File: src/rtl/mem_port_arbiter_pkg.sv
// Shared definitions for the unified-memory port arbiter: LdStCtrl encodings
// (also used by the control unit), FSM state type and grant identifiers.
package mips_mem_pkg;

  localparam logic [2:0] LDST_LB  = 3'b000;
  localparam logic [2:0] LDST_LH  = 3'b001;
  localparam logic [2:0] LDST_LW  = 3'b010;
  localparam logic [2:0] LDST_LBU = 3'b011;
  localparam logic [2:0] LDST_LHU = 3'b100;
  localparam logic [2:0] LDST_SB  = 3'b101;
  localparam logic [2:0] LDST_SH  = 3'b110;
  localparam logic [2:0] LDST_SW  = 3'b111;

  localparam logic GNT_IF = 1'b0;
  localparam logic GNT_LS = 1'b1;

  typedef enum logic [1:0] {
    ST_IDLE = 2'd0,
    ST_MEM  = 2'd1,
    ST_RESP = 2'd2
  } state_t;

endpackage

File: src/rtl/mem_port_arbiter_if.sv
// Bundle of the fetch, load/store and memory-side signals around the arbiter.
// slave: the arbiter's view; master: the surrounding pipeline + memory.
interface mem_port_arbiter_if;
  logic        if_req;
  logic [31:0] if_addr;
  logic        if_ack;
  logic [31:0] if_rdata;
  logic        if_err;

  logic        ls_req;
  logic [2:0]  ls_ctrl;
  logic [31:0] ls_addr;
  logic [31:0] ls_wdata;
  logic        ls_ack;
  logic [31:0] ls_rdata;
  logic        ls_err;

  logic        mem_req;
  logic        mem_we;
  logic [3:0]  mem_be;
  logic [31:0] mem_addr;
  logic [31:0] mem_wdata;
  logic        mem_ack;
  logic [31:0] mem_rdata;

  logic        busy;

  modport slave (
    input  if_req, if_addr, ls_req, ls_ctrl, ls_addr, ls_wdata, mem_ack, mem_rdata,
    output if_ack, if_rdata, if_err, ls_ack, ls_rdata, ls_err,
           mem_req, mem_we, mem_be, mem_addr, mem_wdata, busy
  );

  modport master (
    output if_req, if_addr, ls_req, ls_ctrl, ls_addr, ls_wdata, mem_ack, mem_rdata,
    input  if_ack, if_rdata, if_err, ls_ack, ls_rdata, ls_err,
           mem_req, mem_we, mem_be, mem_addr, mem_wdata, busy
  );
endinterface

File: src/rtl/mem_port_arbiter_ldst_align.sv
// Combinational lane logic for one load/store: byte enables, lane-replicated
// store data, extended load data and the alignment check.
module ldst_align
  import mips_mem_pkg::*;
(
  input  logic [2:0]  ctrl,
  input  logic [1:0]  addr_lo,
  input  logic [31:0] wdata,
  input  logic [31:0] rdata,
  output logic [3:0]  be,
  output logic [31:0] wdata_rep,
  output logic [31:0] rdata_ext,
  output logic        misaligned,
  output logic        is_store
);

  logic [15:0] lane;

  // decode ctrl into lane enables, replicated store data and extended load data
  always_comb begin
    be         = 4'hF;
    wdata_rep  = wdata;
    rdata_ext  = '0;
    misaligned = 1'b0;
    is_store   = 1'b0;
    lane       = 16'(rdata >> {addr_lo, 3'b000});
    case (ctrl)
      LDST_LB:  rdata_ext = {{24{lane[7]}}, lane[7:0]};
      LDST_LBU: rdata_ext = {24'h0, lane[7:0]};
      LDST_LH: begin
        misaligned = addr_lo[0];
        rdata_ext  = {{16{lane[15]}}, lane[15:0]};
      end
      LDST_LHU: begin
        misaligned = addr_lo[0];
        rdata_ext  = {16'h0, lane[15:0]};
      end
      LDST_LW: begin
        misaligned = (addr_lo != 2'b00);
        rdata_ext  = rdata;
      end
      LDST_SB: begin
        is_store  = 1'b1;
        be        = 4'b0001 << addr_lo;
        wdata_rep = {4{wdata[7:0]}};
      end
      LDST_SH: begin
        is_store   = 1'b1;
        misaligned = addr_lo[0];
        be         = 4'b0011 << addr_lo;
        wdata_rep  = {2{wdata[15:0]}};
      end
      LDST_SW: begin
        is_store   = 1'b1;
        misaligned = (addr_lo != 2'b00);
      end
      default: ;
    endcase
  end

endmodule

File: src/rtl/mem_port_arbiter.sv
// Round-robin arbiter sharing the single-ported unified memory between
// instruction fetch and the load/store unit; one access in flight at a time.
module mem_port_arbiter
  import mips_mem_pkg::*;
#(
  parameter int unsigned TIMEOUT = 255
) (
  input  logic               clk,
  input  logic               rst_n,
  mem_port_arbiter_if.slave  bus
);

  localparam logic [7:0] TO_LAST = 8'(TIMEOUT - 1);

  state_t      state, state_nx;
  logic        last_gnt;
  logic        gnt_ls;
  logic [7:0]  cnt;
  logic [2:0]  ls_ctrl_q;
  logic [1:0]  ls_lo_q;

  logic        grant, grant_ls, grant_mis, timeout_hit;

  logic [2:0]  al_ctrl;
  logic [1:0]  al_lo;
  logic [3:0]  al_be;
  logic [31:0] al_wdata, al_rdata;
  logic        al_mis, al_store;

  // Live LS fields decide grant/alignment in IDLE; the latched copy drives
  // load extension afterwards so the requester is free to change them.
  assign al_ctrl = (state == ST_IDLE) ? bus.ls_ctrl       : ls_ctrl_q;
  assign al_lo   = (state == ST_IDLE) ? bus.ls_addr[1:0]  : ls_lo_q;

  ldst_align u_align (
    .ctrl       (al_ctrl),
    .addr_lo    (al_lo),
    .wdata      (bus.ls_wdata),
    .rdata      (bus.mem_rdata),
    .be         (al_be),
    .wdata_rep  (al_wdata),
    .rdata_ext  (al_rdata),
    .misaligned (al_mis),
    .is_store   (al_store)
  );

  assign timeout_hit = (cnt == TO_LAST);
  assign bus.busy    = (state != ST_IDLE);

  // state register
  always_ff @(posedge clk or negedge rst_n) begin
    if (!rst_n) state <= ST_IDLE;
    else        state <= state_nx;
  end

  // grant selection and next state
  always_comb begin
    state_nx  = state;
    grant     = 1'b0;
    grant_ls  = 1'b0;
    grant_mis = 1'b0;
    case (state)
      ST_IDLE: begin
        if (bus.if_req || bus.ls_req) begin
          grant     = 1'b1;
          grant_ls  = bus.ls_req && (!bus.if_req || last_gnt == GNT_IF);
          grant_mis = grant_ls ? al_mis : (bus.if_addr[1:0] != 2'b00);
          state_nx  = grant_mis ? ST_RESP : ST_MEM;
        end
      end
      ST_MEM:  if (bus.mem_ack || timeout_hit) state_nx = ST_RESP;
      ST_RESP: state_nx = ST_IDLE;
      default: state_nx = ST_IDLE;
    endcase
  end

  // Acks are set on the edge into RESP, so they are high exactly for the RESP cycle
  always_ff @(posedge clk or negedge rst_n) begin
    if (!rst_n) begin
      last_gnt      <= GNT_IF;
      gnt_ls        <= 1'b0;
      cnt           <= '0;
      ls_ctrl_q     <= '0;
      ls_lo_q       <= '0;
      bus.mem_req   <= 1'b0;
      bus.mem_we    <= 1'b0;
      bus.mem_be    <= '0;
      bus.mem_addr  <= '0;
      bus.mem_wdata <= '0;
      bus.if_ack    <= 1'b0;
      bus.if_rdata  <= '0;
      bus.if_err    <= 1'b0;
      bus.ls_ack    <= 1'b0;
      bus.ls_rdata  <= '0;
      bus.ls_err    <= 1'b0;
    end else begin
      bus.if_ack <= 1'b0;
      bus.ls_ack <= 1'b0;
      case (state)
        ST_IDLE: begin
          if (grant) begin
            last_gnt  <= grant_ls;
            gnt_ls    <= grant_ls;
            cnt       <= '0;
            ls_ctrl_q <= bus.ls_ctrl;
            ls_lo_q   <= bus.ls_addr[1:0];
            if (grant_mis) begin
              if (grant_ls) begin
                bus.ls_ack   <= 1'b1;
                bus.ls_err   <= 1'b1;
                bus.ls_rdata <= '0;
              end else begin
                bus.if_ack   <= 1'b1;
                bus.if_err   <= 1'b1;
                bus.if_rdata <= '0;
              end
            end else begin
              bus.mem_req <= 1'b1;
              if (grant_ls) begin
                bus.mem_we    <= al_store;
                bus.mem_be    <= al_be;
                bus.mem_addr  <= {bus.ls_addr[31:2], 2'b00};
                bus.mem_wdata <= al_wdata;
              end else begin
                bus.mem_we    <= 1'b0;
                bus.mem_be    <= 4'hF;
                bus.mem_addr  <= {bus.if_addr[31:2], 2'b00};
                bus.mem_wdata <= '0;
              end
            end
          end
        end
        ST_MEM: begin
          if (bus.mem_ack || timeout_hit) begin
            bus.mem_req <= 1'b0;
            if (gnt_ls) begin
              bus.ls_ack   <= 1'b1;
              bus.ls_err   <= !bus.mem_ack;
              bus.ls_rdata <= bus.mem_ack ? al_rdata : '0;
            end else begin
              bus.if_ack   <= 1'b1;
              bus.if_err   <= !bus.mem_ack;
              bus.if_rdata <= bus.mem_ack ? bus.mem_rdata : '0;
            end
          end else begin
            cnt <= cnt + 8'd1;
          end
        end
        default: ;
      endcase
    end
  end

endmodule

File: src/flat_wrapper.sv
// flat-port wrapper written by rule: the top's interface ports become plain ports
module mem_port_arbiter_flat import mips_mem_pkg::*;
#(
  parameter int unsigned TIMEOUT = 255
)
  (clk, rst_n, bus_if_req, bus_if_addr, bus_ls_req, bus_ls_ctrl, bus_ls_addr, bus_ls_wdata, bus_mem_ack, bus_mem_rdata, bus_if_ack, bus_if_rdata, bus_if_err, bus_ls_ack, bus_ls_rdata, bus_ls_err, bus_mem_req, bus_mem_we, bus_mem_be, bus_mem_addr, bus_mem_wdata, bus_busy);
  mem_port_arbiter_if bus_i ();
  input  logic clk;
  input  logic rst_n;
  input wire logic [$bits(bus_i.if_req)-1:0] bus_if_req;
  input wire logic [$bits(bus_i.if_addr)-1:0] bus_if_addr;
  input wire logic [$bits(bus_i.ls_req)-1:0] bus_ls_req;
  input wire logic [$bits(bus_i.ls_ctrl)-1:0] bus_ls_ctrl;
  input wire logic [$bits(bus_i.ls_addr)-1:0] bus_ls_addr;
  input wire logic [$bits(bus_i.ls_wdata)-1:0] bus_ls_wdata;
  input wire logic [$bits(bus_i.mem_ack)-1:0] bus_mem_ack;
  input wire logic [$bits(bus_i.mem_rdata)-1:0] bus_mem_rdata;
  output wire logic [$bits(bus_i.if_ack)-1:0] bus_if_ack;
  output wire logic [$bits(bus_i.if_rdata)-1:0] bus_if_rdata;
  output wire logic [$bits(bus_i.if_err)-1:0] bus_if_err;
  output wire logic [$bits(bus_i.ls_ack)-1:0] bus_ls_ack;
  output wire logic [$bits(bus_i.ls_rdata)-1:0] bus_ls_rdata;
  output wire logic [$bits(bus_i.ls_err)-1:0] bus_ls_err;
  output wire logic [$bits(bus_i.mem_req)-1:0] bus_mem_req;
  output wire logic [$bits(bus_i.mem_we)-1:0] bus_mem_we;
  output wire logic [$bits(bus_i.mem_be)-1:0] bus_mem_be;
  output wire logic [$bits(bus_i.mem_addr)-1:0] bus_mem_addr;
  output wire logic [$bits(bus_i.mem_wdata)-1:0] bus_mem_wdata;
  output wire logic [$bits(bus_i.busy)-1:0] bus_busy;
  assign bus_i.if_req = bus_if_req;
  assign bus_i.if_addr = bus_if_addr;
  assign bus_i.ls_req = bus_ls_req;
  assign bus_i.ls_ctrl = bus_ls_ctrl;
  assign bus_i.ls_addr = bus_ls_addr;
  assign bus_i.ls_wdata = bus_ls_wdata;
  assign bus_i.mem_ack = bus_mem_ack;
  assign bus_i.mem_rdata = bus_mem_rdata;
  assign bus_if_ack = bus_i.if_ack;
  assign bus_if_rdata = bus_i.if_rdata;
  assign bus_if_err = bus_i.if_err;
  assign bus_ls_ack = bus_i.ls_ack;
  assign bus_ls_rdata = bus_i.ls_rdata;
  assign bus_ls_err = bus_i.ls_err;
  assign bus_mem_req = bus_i.mem_req;
  assign bus_mem_we = bus_i.mem_we;
  assign bus_mem_be = bus_i.mem_be;
  assign bus_mem_addr = bus_i.mem_addr;
  assign bus_mem_wdata = bus_i.mem_wdata;
  assign bus_busy = bus_i.busy;
  mem_port_arbiter #(.TIMEOUT(TIMEOUT)) u_core (.clk(clk), .rst_n(rst_n), .bus(bus_i));
endmodule
File: config.mk
export PLATFORM = sky130hd
export DESIGN_NAME = mem_port_arbiter_flat
export DESIGN_NICKNAME = d
export VERILOG_FILES = /design/src/rtl/mem_port_arbiter_pkg.sv /design/src/rtl/mem_port_arbiter_if.sv /design/src/rtl/mem_port_arbiter_ldst_align.sv /design/src/rtl/mem_port_arbiter.sv /design/src/flat_wrapper.sv
export SDC_FILE = /design/constraint.sdc
export NUM_CORES = 1
export LEC_CHECK = 0
export ABC_AREA = 1
export CORE_AREA = 5 5 133 135
export CTS_CLUSTER_DIAMETER = 60
export DETAILED_ROUTE_END_ITERATION = 16
export DIE_AREA = 0 0 138 140
export GPL_ROUTABILITY_DRIVEN = 0
export PLACE_DENSITY = 0.86
export SYNTH_ARGS = -nofsm -noshare
export SYNTH_HDL_FRONTEND = slang
export SYNTH_HIERARCHICAL = 1
export SYNTH_SLANG_ARGS = --single-unit
File: constraint.sdc
create_clock -name clk -period 4.4 [get_ports clk]
set_input_delay 1.1 -clock clk [delete_from_list [all_inputs] [get_ports clk]]
set_output_delay 1.1 -clock clk [all_outputs]
set_load 0.02 [all_outputs]
# Word-level counts from Yosys, hierarchy flattened

Cells that the tools add are included.

Flip-flop bits (word level): 154
Input bits: 136
Output and inout port bits: 139
Logic and storage cells: 130

$add $sub $neg: 1
Equal/unequal tests: 19
Shift operators: 3
Multiplexer cells: 67
Bitwise gates (word level): 2
Reduce and logical (&&, ||, !) cells: 22

Operator list:

| kind                                                            | count |
|---|---|
| 32-bit 2-to-1 mux                                               | 14 |
| 32-bit case mux with 2 select lines                             | 3 |
| 32-bit case mux with 5 select lines                             | 1 |
| 1-bit 2-to-1 mux                                                | 32 |
| 32-bit by 5-bit >> shifter with 16-bit output                   | 1 |
| 8-bit 2-to-1 mux                                                | 2 |
| 8-bit case mux with 2 select lines                              | 1 |
| 3-bit == test, second input constant                            | 4 |
| 1-bit case mux with 2 select lines                              | 6 |
| 6-bit AND reduction                                             | 2 |
| 2-bit by 1-bit != test with 1-bit output, second input constant | 5 |
| 2-bit != test, second input constant                            | 5 |
| 8-bit by 1-bit adder with 8-bit output, second input constant   | 1 |
| 8-bit == test, second input constant                            | 1 |
| 2-bit 2-to-1 mux                                                | 4 |
| 4-bit case mux with 2 select lines                              | 1 |
| 2-bit nonzero test                                              | 4 |
| 3-bit by 2-bit == test with 1-bit output, second input constant | 2 |
| 3-bit AND reduction                                             | 2 |
| 3-bit OR reduction                                              | 2 |
| 4-bit 2-to-1 mux                                                | 1 |
| 2-bit case mux with 2 select lines                              | 1 |
| 2-bit AND reduction                                             | 2 |
| 4-bit AND reduction                                             | 1 |
| other kinds (12)                                                | 16 |

# Depth between registers and ports, before layout

Gate-level depths: netlist of run 1.

Word-level depth: 11
Mapped depth: 19

# Cells and area by module

The synthesis of run 1 kept the hierarchy.

Modules (own cells, without submodules):

| module           | times used | cells an instance | area an instance (µm²) | seq. area each (µm²) |
|---|---|---|---|---|
| mem_port_arbiter | 1          | 756               | 6600.1                 | 3803.6 |
| ldst_align       | 1          | 303               | 1367.6                 | 0.0 |

# Least setup slack after synthesis of run 1

OpenSTA, ideal clock, no wires.

Kind: input to register
Start: input port bus_ls_ctrl[0]
End: register u_core/bus.mem_wdata[12] in the netlist's numbering
Setup time: 118 ps
Arrival time: 3020 ps
Required time: 4282 ps
Path slack: 1262 ps
Stages: 16
Path buffers: 3
Path through: nand2_1 > o21ai_0 > nor2_1 > nand2_1 > buf_2 > inv_1 > o21ai_0 > nand2_1 > inv_2 > nand3_1 > a21oi_4 > inv_2 > buf_2 > buf_2 > nand2_1 > nand2_1

Cells in the longest elaborated chain, start to end: 9

Ends and longest elaborated chain:

| item                                                               | RTL line                          | RTL |
|---|---|---|
| start: declaration                                                 | flat_wrapper.sv:13                | `input wire logic [$bits(bus_i.ls_ctrl)-1:0] bus_ls_ctrl;` |
| 3-bit 2-to-1 mux *                                                 | mem_port_arbiter.sv:32            | `assign al_ctrl = (state == ST_IDLE) ? bus.ls_ctrl : ls_ctrl_q;` |
| via u_core.al_ctrl[0]                                              | mem_port_arbiter.sv:24            | `logic [2:0] al_ctrl;` |
| 3-bit == test, or another cell as far along                        | mem_port_arbiter_ldst_align.sv:27 | `case (ctrl)` |
| 3-bit OR reduction (no line) or 2-bit OR reduction (tied branches) | -                                 |  |
| 1-bit case mux with 2 select lines *                               | mem_port_arbiter_ldst_align.sv:27 |  |
| via u_core.al_mis                                                  | mem_port_arbiter.sv:28            | `logic al_mis, al_store;` |
| 1-bit 2-to-1 mux *                                                 | mem_port_arbiter.sv:67            | `grant_mis = grant_ls ? al_mis : (bus.if_addr[1:0] != 2'b00);` |
| 1-bit 2-to-1 mux *                                                 | mem_port_arbiter.sv:64            | `if (bus.if_req \|\| bus.ls_req) begin` |
| 1-bit 2-to-1 mux *                                                 | mem_port_arbiter.sv:62            | `case (state)` |
| 1-bit inverter (no line) *                                         | -                                 |  |
| 3-bit AND reduction (no line) *                                    | -                                 |  |
| end signal: assignment                                             | mem_port_arbiter.sv:123           | `bus.mem_wdata <= al_wdata;` |
| end: declaration                                                   | mem_port_arbiter_if.sv:31         | `mem_req, mem_we, mem_be, mem_addr, mem_wdata, busy` |

The timed path passes the listed nets; every way through them passes the cells marked *.
A chain may end at the register's enable or synchronous reset.

# Final worst setup path of run 1

Start: input port bus_ls_ctrl[2]
End: register u_core/bus.mem_addr[2] in the netlist's numbering

Cells in the longest elaborated chain, start to end: 9

Ends and longest elaborated chain:

| item                                                               | RTL line                          | RTL |
|---|---|---|
| 3-bit 2-to-1 mux *                                                 | mem_port_arbiter.sv:32            |  |
| via u_core.al_ctrl[2]                                              | mem_port_arbiter.sv:24            |  |
| 3-bit == test, or another cell as far along                        | mem_port_arbiter_ldst_align.sv:27 |  |
| 3-bit OR reduction (no line) or 2-bit OR reduction (tied branches) | -                                 |  |
| 1-bit case mux with 2 select lines *                               | mem_port_arbiter_ldst_align.sv:27 |  |
| via u_core.al_mis                                                  | mem_port_arbiter.sv:28            |  |
| 1-bit 2-to-1 mux *                                                 | mem_port_arbiter.sv:67            |  |
| 1-bit 2-to-1 mux *                                                 | mem_port_arbiter.sv:64            |  |
| 1-bit 2-to-1 mux *                                                 | mem_port_arbiter.sv:62            |  |
| 1-bit inverter (no line) *                                         | -                                 |  |
| 3-bit AND reduction (no line) *                                    | -                                 |  |
| end signal: assignment                                             | mem_port_arbiter.sv:122           | `bus.mem_addr <= {bus.ls_addr[31:2], 2'b00};` |
| end signal: assignment                                             | mem_port_arbiter.sv:127           | `bus.mem_addr <= {bus.if_addr[31:2], 2'b00};` |
| end: declaration                                                   | mem_port_arbiter_if.sv:31         |  |

Marked as above.

==> results.sh, run 1 <==
export IMPL_outcome="finished clean"
export IMPL_yosysSeqAreaShare_pct=47.7
export IMPL_skew_ns=0.00995
export IMPL_slew_limit_headroom_pct=45.6
export IMPL_clock_path_buffers=2
export IMPL_crit_type="input pin to flop"
export IMPL_synth_simple_area_share_pct=35.6
export IMPL_synthCells=1059
export IMPL_fin_setup_tns_ns=0
export IMPL_fin_crit_ns=3.61
export IMPL_slowest_stage="clkdlybuf4s50_1"
export IMPL_grt_overflow=0
export IMPL_worst_pin_slew_ns=0.808
export IMPL_critPathMaxStageDelay_ns=0.49
export IMPL_endpoint_kind="flop"
export IMPL_synth_top_family_by_area="simple AND/OR/NAND/NOR gates"
export IMPL_pre_cts_slack_ns=0.359
export IMPL_num_rows=47
export IMPL_rsz0062_at_grt="false"
export IMPL_firstDrtPassIters=6
export IMPL_placed_cells=1492
export IMPL_vias=8383
export IMPL_htree_levels=4
export IMPL_start_kind="input pin"
export IMPL_track_usage_pct=27.3
export IMPL_finalWorstSetupSlack_ns=0.793
export IMPL_r2r_start="u_core/state[1]"
export IMPL_avgSynthCellArea_sq_um=7.52
export IMPL_drc_errors=0
export IMPL_grt_pass1_wl_um=42500
export IMPL_p_leak_nw=5.51
export IMPL_cts_root_buf="clkbuf_16"
export IMPL_path_max_fanout=45
export IMPL_wl_um=27400
export IMPL_worstPathArrival_ns=3.92
export IMPL_ir_drop_uv=371
export IMPL_finalNonFillerCells=1524
export IMPL_ys_warnings_count=6
export IMPL_finalSetupViolCount=0
export IMPL_max_cap_violations=0
export IMPL_coreArea_sq_mm=0.0163
export IMPL_hpwl_um=19900
export IMPL_pin_count=275
export IMPL_post_cts_buffers=0
export IMPL_synthMuxAreaShare_pct=0
export IMPL_min_to="u_core/bus.mem_be[3]"
export IMPL_hold_start="u_core/bus.mem_be[3]"
export IMPL_ff2ff_setup_slack_ns=0.96
export IMPL_worstPathCellList="clkdlybuf4s50_1 > nand2_1 > o21ai_0 > inv_1 > nand3_1 > o21ai_1 > o21ai_0 > nand2_1 > inv_2 > nand3_1 > a21oi_4 > buf_12 > nand3_1 > o21a_1"
export IMPL_antennaDiodeCount=0
export IMPL_ys_types=32
export IMPL_antenna_found_initial=1
export IMPL_ys_ff_latch=152
export IMPL_worstHoldPathType="flop to flop"
export IMPL_clock_sinks=152
export IMPL_p_per_area_mw_per_mm2=671
export IMPL_synth_xor_xnor_area_share_pct=0.440
export IMPL_initial_core_util_pct=48.7
export IMPL_ctsResizeCount=0
export IMPL_whs_path_depth=2
export IMPL_synthAdderAreaFrac_pct=0.314
export IMPL_port_buffers=272
export IMPL_grt_pass1_vias=7848
export IMPL_crit_top_cell="nand3_1"
export IMPL_die_h_um=140
export IMPL_p_total_mw=7.57
export IMPL_fin_crit_sh_pct=82.0
export IMPL_routed_via_density=5.50
export IMPL_cts_made_buffers=17
export IMPL_ff2ff_path_depth=14
export IMPL_cp_data_required_time_ns=4.72
export IMPL_ctsHoldBuffers=0
export IMPL_clk_latency_ns=0.43
export IMPL_fin_nets=1429
export IMPL_ant_nets=0
export IMPL_final_core_util_pct=69.0
export IMPL_drtIter0Drc=1200
export IMPL_finalHoldViolations=0
export IMPL_drive_gt1_share_pct=4.91
export IMPL_die_w_um=138
export IMPL_synth_compound_area_share_pct=7.51
export IMPL_slew_viol_final=0
export IMPL_synth_cell_area_sq_mm=0.00797
export IMPL_grt_max_degree=88
export IMPL_tritoncts="yes"
export IMPL_max_freq_ghz=0.277
export IMPL_dieArea_sq_mm=0.0193
export IMPL_area_growth_pct=41.6
export IMPL_wire_per_inst_um=18.0
export IMPL_path_clk_slew_ns=0.06
export IMPL_reg2reg_to="u_core/bus.mem_addr[2]"
==> power by group <==
group,switching (mW),internal [mW]
logic,2.50,1.53
registers,0.262,1.85
clock network,0.632,0.792
==> sequential cells by signal (all words and copies together), names as in the netlist, 2 cells and up <==
name,flops
u_core/bus.if_rdata,32
u_core/ls_lo_q,2
u_core/bus.ls_rdata,32
u_core/ls_ctrl_q,3
u_core/state,2
u_core/bus.mem_addr,30
u_core/bus.mem_wdata,32
u_core/bus.mem_be,4
u_core/cnt,8
==> cell type report <==
cell class              count  area [sq um]
clock buffers              17           425
multi-input cells         773          3520
repair buffers            287          2890
clock inverters            15           143
fillers                  1299          5070
flip-flops and latches    152          3800
well taps                 220           275
inverters                  60           228
==> worst max-delay path, delay by kind of cell <==
family                 cells  cell delay [ns]
AND/OR/NAND/NOR            5             0.57
AO/OA/AOI/OAI              5             1.23
buffers and inverters      4             1.01
==> layer usage <==
| layer | global-route usage, % | share of wire [%] | vias to the layer above |
|---|---|---|---|
| met3 | 8.79 | 10 | 76 |
| met5 | 0 | 0.040 | - |
| li1 | - | - | 3883 |
| met1 | 34.6 | 39 | 3908 |
| met4 | 10.4 | 3.5 | 2 |
| met2 | 43.9 | 47 | 514 |
==> worst max-delay path by stage <==
| stage | end | slack (ns) | start | cells after the start |
|---|---|---|---|---|
| after detailed placement | u_core/bus.mem_addr[2] | 0.36 | bus_ls_ctrl[2] | 14 |
| final | u_core/bus.mem_addr[2] | 0.79 | bus_ls_ctrl[2] | 14 |
| after CTS | u_core/bus.mem_addr[2] | 0.82 | bus_ls_ctrl[2] | 14 |
| after global routing | u_core/bus.mem_addr[27] | 0.47 | bus_ls_ctrl[2] | 14 |
| after global placement | u_core/bus.mem_addr[30] | 0.51 | bus_ls_ctrl[2] | 14 |
| after floorplan | u_core/bus.mem_wdata[12] | 1.26 | bus_ls_ctrl[0] | 16 |
==> layout by cell type (no fill, tap or decap), types with 3 or more instances in the layout <==
master | Yosys | routed
nand2_1 | 416 | 416
clkdlybuf4s50_1 | 0 | 271
nand3_1 | 220 | 220
dfrtp_1 | 152 | 152
inv_1 | 54 | 54
o21ai_0 | 43 | 42
o21a_1 | 30 | 30
nor2_1 | 22 | 20
clkbuf_16 | 0 | 17
o211ai_1 | 12 | 12
buf_4 | 23 | 11
inv_6 | 0 | 5
nand2_2 | 5 | 5
a21oi_1 | 4 | 4
nor2_4 | 2 | 4
xor2_1 | 4 | 4
buf_12 | 0 | 4
clkinvlp_4 | 0 | 3
clkinv_2 | 0 | 3
o21ai_1 | 2 | 3
inv_2 | 3 | 3
==> stage by stage <==
stage | hold WS, ns | cell area [sq um]
5_1_grt | 0.496 | 11300
2_1_floorplan | 0.483 | 7970
3_3_place_gp | 0.455 | 10700
4_1_cts | 0.480 | 11300
6_report | 0.476 | 11300
3_5_place_dp | 0.464 | 10700
==> synthesized netlist by cell type <==
| library cell | number | area, sq um |
|---|---|---|
| nand2_1 | 416 | 1560 |
| o21bai_1 | 1 | 7.51 |
| nor3_1 | 2 | 10.0 |
| a21boi_0 | 1 | 7.51 |
| clkinv_1 | 2 | 7.51 |
| nor2_1 | 22 | 82.6 |
| nand3_1 | 220 | 1100 |
| o22ai_1 | 1 | 6.26 |
| inv_4 | 1 | 6.26 |
| conb_1 | 1 | 3.75 |
| nor3_2 | 1 | 10.0 |
| o21ai_1 | 2 | 10.0 |
| a21oi_4 | 1 | 16.3 |
| inv_1 | 54 | 203 |
| o211ai_1 | 12 | 90.1 |
| nand2_4 | 1 | 11.3 |
| ha_1 | 2 | 25.0 |
| dfrtp_1 | 152 | 3800 |
| buf_1 | 1 | 3.75 |
| buf_4 | 23 | 173 |
| buf_6 | 4 | 45.0 |
| clkbuf_1 | 16 | 60.1 |
| nand3b_1 | 1 | 7.51 |
| o21a_1 | 30 | 225 |
| clkbuf_2 | 1 | 5.00 |
| xor2_1 | 4 | 35.0 |
| nand2_2 | 5 | 31.3 |
| a21oi_1 | 4 | 20.0 |
| o21ai_0 | 43 | 215 |
| nor2_4 | 2 | 22.5 |
| inv_2 | 3 | 11.3 |
| buf_2 | 30 | 150 |
==> cell families after synthesis <==
family,Yosys count
compound gates,95
xor+xnor,4
fa+ha+maj,2
buf+inv,135
flops,152
other cells,1
simple gates,670
(Power assumes the default switching activity.)
==> run 2, diff against run 1 <==
CORE_AREA = 5 5 144 146   (was 5 5 133 135)
DIE_AREA = 0 0 149 151   (was 0 0 138 140)
PLACE_DENSITY = 0.77   (was 0.86)
clock period = 3 ns   (was 4.4 ns; I/O delays follow)
==> run 2 against run 1 <==
Sequential power is 46% higher. Flip-flop and latch count stayed put. Critical endpoint unchanged. Core utilization is 8.1 points lower. First-iteration DRC count is 34% lower. Clock skew is 0.0016 ns higher.
==> results.sh, run 2 (synthesized netlist as in run 1, its figures left out) <==
export IMPL_outcome="finished clean"
export IMPL_final_common_cell="nand2_1"
export IMPL_top_regs="u_core/bus.if_rdata: 32 flops, u_core/bus.ls_rdata: 32 flops, u_core/bus.mem_wdata: 32 flops"
export IMPL_cp_data_required_time_ns=3.31
export IMPL_dpl_cell_area_sq_mm=0.0111
export IMPL_fin_crit_ns=2.71
export IMPL_vias=8399
export IMPL_p_per_area_mw_per_mm2=989
export IMPL_startpoint="bus_ls_ctrl[0]"
export IMPL_r2r_start="u_core/state[1]"
export IMPL_grt_max_degree=66
export IMPL_worstHoldPathType="input pin to async pin"
export IMPL_track_usage_pct=24.1
export IMPL_worst_pin_slew_ns=0.629
export IMPL_clock_path_buffers=2
export IMPL_routed_via_density=5.22
export IMPL_path_clk_slew_ns=0.07
export IMPL_port_buffers=272
export IMPL_skew_ns=0.0115
export IMPL_ctsResizeCount=0
export IMPL_die_h_um=151
export IMPL_p_leak_nw=5.74
export IMPL_start_kind="input pin"
export IMPL_cts_made_buffers=17
export IMPL_grt_overflow=0
export IMPL_drive_gt1_share_pct=7.66
export IMPL_firstDrtPassIters=6
export IMPL_clk_latency_ns=0.42
export IMPL_endpoint_kind="flop"
export IMPL_slew_viol_final=0
export IMPL_drtIter0Drc=793
export IMPL_post_cts_buffers=0
export IMPL_grt_pass1_wl_um=43100
export IMPL_initial_core_util_pct=41.3
export IMPL_cts_root_buf="clkbuf_16"
export IMPL_htree_levels=4
export IMPL_tritoncts="yes"
export IMPL_drc_errors=0
export IMPL_ant_nets=0
export IMPL_slew_limit_headroom_pct=58.0
export IMPL_finalHoldViolations=0
export IMPL_hpwl_um=20500
export IMPL_grt_pass1_vias=8063
export IMPL_antennaDiodeCount=0
export IMPL_p_total_mw=11.6
export IMPL_stdcell_area_sq_mm=0.0117
export IMPL_max_freq_ghz=0.369
export IMPL_ctsHoldBuffers=0
export IMPL_ir_drop_uv=539
export IMPL_final_core_util_pct=60.9
export IMPL_fin_crit_sh_pct=90.3
export IMPL_coreArea_sq_mm=0.0193
export IMPL_die_w_um=149
export IMPL_antenna_found_initial=0
export IMPL_area_growth_pct=47.4
export IMPL_crit_type="input pin to flop"
export IMPL_wire_per_inst_um=17.1
export IMPL_max_cap_violations=0
export IMPL_fin_nets=1469
export IMPL_wl_um=27600
export IMPL_layout_common_cells="nand2_1 (416), clkdlybuf4s50_1 (271), nand3_1 (220)"
export IMPL_pin_count=275
export IMPL_finalWorstSetupSlack_ns=0.290
export IMPL_path_max_fanout=20
export IMPL_pre_cts_slack_ns=-0.130
export IMPL_rsz0062_at_grt="false"
export IMPL_dieArea_sq_mm=0.0225
export IMPL_worstPathArrival_ns=3.02
export IMPL_finalSetupViolCount=0
export IMPL_num_rows=51
export IMPL_clock_sinks=152
[run 2: changes by cell type in the layout (fill, tap and decap cells not counted), moves of 2 or more]
cell / change
buf_4: +34
buf_12: +6
clkinv_2: -3
clkbuf_8: +2
clkinv_4: +2
inv_6: -2
inv_8: -2
[run 2: through the flow]
stage | hold WS, ns | setup TNS (ns) | std cells
6_report | 0.322 | 0 | 1609
2_1_floorplan | 0.454 | 0 | 1060
3_5_place_dp | 0.460 | -7.14 | 1577
4_1_cts | 0.339 | 0 | 1609
5_1_grt | 0.361 | 0 | 1609
3_3_place_gp | 0.461 | -0.196 | 1577
[run 2: cell type report]
cell class              instances  area (sq um)
clock buffers                  20           457
clock inverters                12           143
multi-input cells             773          3520
flip-flops and latches        152          3800
well taps                     265           332
fillers                      1714          7530
repair buffers                327          3260
inverters                      60           228
[run 2: report_power, final]
group          switching, mW  leakage [nW]  internal [mW]
combinational           3.71          3.47           2.61
sequential             0.383          1.99           2.72
clock                  0.914         0.280           1.28
[run 2: final timing paths]
kind	end	slack [ns]	depth (start not counted)
worst min-delay path	u_core/bus.if_rdata[4]	0.32	1
worst min register to register	u_core/bus.mem_be[3]	0.47	2
worst max-delay path	u_core/bus.mem_addr[2]	0.29	15
min in group clk	u_core/bus.mem_be[3]	0.47	2
worst max register to register	u_core/bus.mem_addr[18]	0.30	15
max in group asynchronous	u_core/bus.ls_rdata[15]	2.02	2
[run 2: routing by layer]
layer  GRT usage (%)  vias to the layer above  share of wire, %  wire, um
li1                -                     3965                 -         -
met1            31.4                     3904                40     11000
met2            39.3                      481                47     12900
met3            6.19                       49                11      2900
met4            8.47                        0               2.6       715
met5               0                        -                 0         0
[run 2: worst max-delay path: stages]
cell and delay [ns]:
clkdlybuf4s50_1 0.43, nand2_1 0.07, o21ai_0 0.19, buf_4 0.22
nand3_1 0.10, o21ai_1 0.09, o21ai_0 0.14, nand2_1 0.09
inv_2 0.05, nand3_1 0.15, a21oi_4 0.21, buf_12 0.15
buf_12 0.15, nand3_1 0.09, o21a_1 0.12
==> run 3, diff against run 2 <==
GPL_TIMING_DRIVEN = 0   (was unset)
==> run 3 against run 2 <==
Register-to-register slack got worse by 0.08 ns. Critical path depth rose by 2. Sequential power barely moved. Critical path type unchanged. Clock power fell by 7%. Final cell count rose by 2.2%. Global-route usage rose by 0.45 points.
==> results.sh, run 3 (synthesized netlist as in run 1, its figures left out) <==
export IMPL_outcome="finished clean"
export IMPL_finalHoldViolations=0
export IMPL_dieArea_sq_mm=0.0225
export IMPL_timing_hold_ws_ns=0.329
export IMPL_p_per_area_mw_per_mm2=978
export IMPL_coreArea_sq_mm=0.0193
export IMPL_die_w_um=149
export IMPL_finalSetupViolCount=0
export IMPL_worstHoldPathType="input pin to async pin"
export IMPL_pin_count=275
export IMPL_wire_per_inst_um=17.3
export IMPL_drc_errors=0
export IMPL_cp_data_required_time_ns=3.30
export IMPL_critPathMaxStageDelay_ns=0.47
export IMPL_path_max_fanout=10
export IMPL_seq_area_sq_mm=0.00380
export IMPL_vias=8435
export IMPL_num_rows=51
export IMPL_layout_common_cells="nand2_1 (415), clkdlybuf4s50_1 (268), nand3_1 (218)"
export IMPL_wl_um=28400
export IMPL_grt_overflow=0
export IMPL_worstPathCellList="clkdlybuf4s50_1 > nand2_1 > o21ai_1 > buf_4 > nor2_4 > buf_6 > inv_1 > o21ai_1 > nand2_1 > inv_2 > nand3_2 > a21oi_4 > inv_2 > buf_6 > buf_4 > nand2_1 > nand2_1"
export IMPL_port_buffers=272
export IMPL_antennaDiodeCount=0
export IMPL_worst_pin_slew_ns=0.693
export IMPL_cts_root_buf="clkbuf_16"
export IMPL_grt_pass1_vias=8164
export IMPL_slew_viol_final=0
export IMPL_max_freq_ghz=0.358
export IMPL_ff2ff_path_depth=15
export IMPL_firstDrtPassIters=5
export IMPL_cp_num_buf_inv=8
export IMPL_worstPathArrival_ns=3.09
export IMPL_clock_sinks=152
export IMPL_max_cap_violations=0
export IMPL_finalNonFillerCells=1644
export IMPL_initial_core_util_pct=41.3
export IMPL_tritoncts="yes"
export IMPL_cts_made_buffers=17
export IMPL_drtIter0Drc=623
export IMPL_track_usage_pct=24.6
export IMPL_fin_crit_sh_pct=93.2
export IMPL_reg2reg_to="u_core/bus.mem_addr[22]"
export IMPL_antenna_found_initial=0
export IMPL_htree_levels=4
export IMPL_top_regs="u_core/bus.if_rdata: 32 flops, u_core/bus.ls_rdata: 32 flops, u_core/bus.mem_wdata: 32 flops"
export IMPL_die_h_um=151
export IMPL_ir_drop_uv=504
export IMPL_fin_nets=1505
export IMPL_grt_max_degree=83
export IMPL_routed_via_density=5.13
export IMPL_skew_ns=0.0123
export IMPL_multi_input_area_sq_mm=0.00355
export IMPL_clock_path_buffers=2
export IMPL_path_clk_slew_ns=0.06
export IMPL_r2r_start="u_core/state[1]"
export IMPL_grt_pass1_wl_um=43300
export IMPL_slowest_stage="clkdlybuf4s50_1"
export IMPL_placed_cells=1598
export IMPL_ff2ff_setup_slack_ns=0.22
export IMPL_final_common_cell="nand2_1"
export IMPL_start_kind="input pin"
export IMPL_endpoint_kind="flop"
export IMPL_clk_latency_ns=0.42
export IMPL_rsz0062_at_grt="false"
export IMPL_p_leak_nw=5.85
export IMPL_ant_nets=0
export IMPL_fillers=1720
export IMPL_crit_type="input pin to flop"
export IMPL_fin_crit_ns=2.80
export IMPL_slew_limit_headroom_pct=53.8
export IMPL_path_delay_family="buffers and inverters"
export IMPL_drive_gt1_share_pct=9.64
export IMPL_area_growth_pct=48.4
export IMPL_hpwl_um=21600
export IMPL_crit_top_cell="nand2_1"
run 3: worst max-delay path by stage:
stage | startpoint | to | slack [ns] | cells after the start
2_1_floorplan | u_core/state[1] | u_core/bus.mem_wdata[12] | 0.14 | 17
3_3_place_gp | rst_n | u_core/bus.mem_wdata[2] | -5.03 | 1
3_5_place_dp | bus_ls_ctrl[0] | u_core/bus.mem_wdata[14] | -1.00 | 17
4_1_cts | bus_ls_addr[0] | u_core/bus.mem_wdata[14] | 0.006 | 17
5_1_grt | u_core/state[1] | u_core/bus.mem_wdata[14] | 0.02 | 18
6_report | bus_ls_addr[0] | u_core/bus.mem_wdata[14] | 0.20 | 17
run 3: per-layer routing:
layer,global-route usage (%),part of all wire (%)
met3,7.72,10
met4,6.73,1.8
met2,41.5,48
met1,30.6,40
met5,0,0
run 3: per-stage QoR:
stage	utilization, %	TNS [ns]	area, sq um	total power [mW]	setup slack, ns
6_report	61.4	0	11800	11.6	0.204
3_3_place_gp	57.2	-837.48	11000	9.08	-5.03
5_1_grt	61.4	0	11800	12.3	0.0155
3_5_place_dp	57.4	-78.34	11100	9.17	-1.00
4_1_cts	60.9	0	11700	11.4	0.00590
2_1_floorplan	-	0	7970	6.66	0.136
run 3: report_power, final:
group	total [mW]	switching, mW	internal (mW)
combinational	6.43	3.82	2.61
clock	2.04	0.860	1.18
sequential	3.09	0.369	2.72
run 3: layout make-up:
cell class / count / share of cell area (%)
Clock inverter: 10 / 0.815
Clock buffer: 21 / 3.89
Multi-Input combinational cell: 773 / 30.0
Sequential cell: 152 / 32.2
Tap cell: 265 / 2.80
Buffer: 75 / 4.07
Inverter: 60 / 1.93
Timing Repair Buffer: 288 / 24.3
run 3: what timing repair did:
item	CTS	global route
pin swaps	4	3
endpoints found under the setup margin	101	70
cloned	0	0
buffers inserted	8	7
resized for setup	25	15
hold buffers	0	0
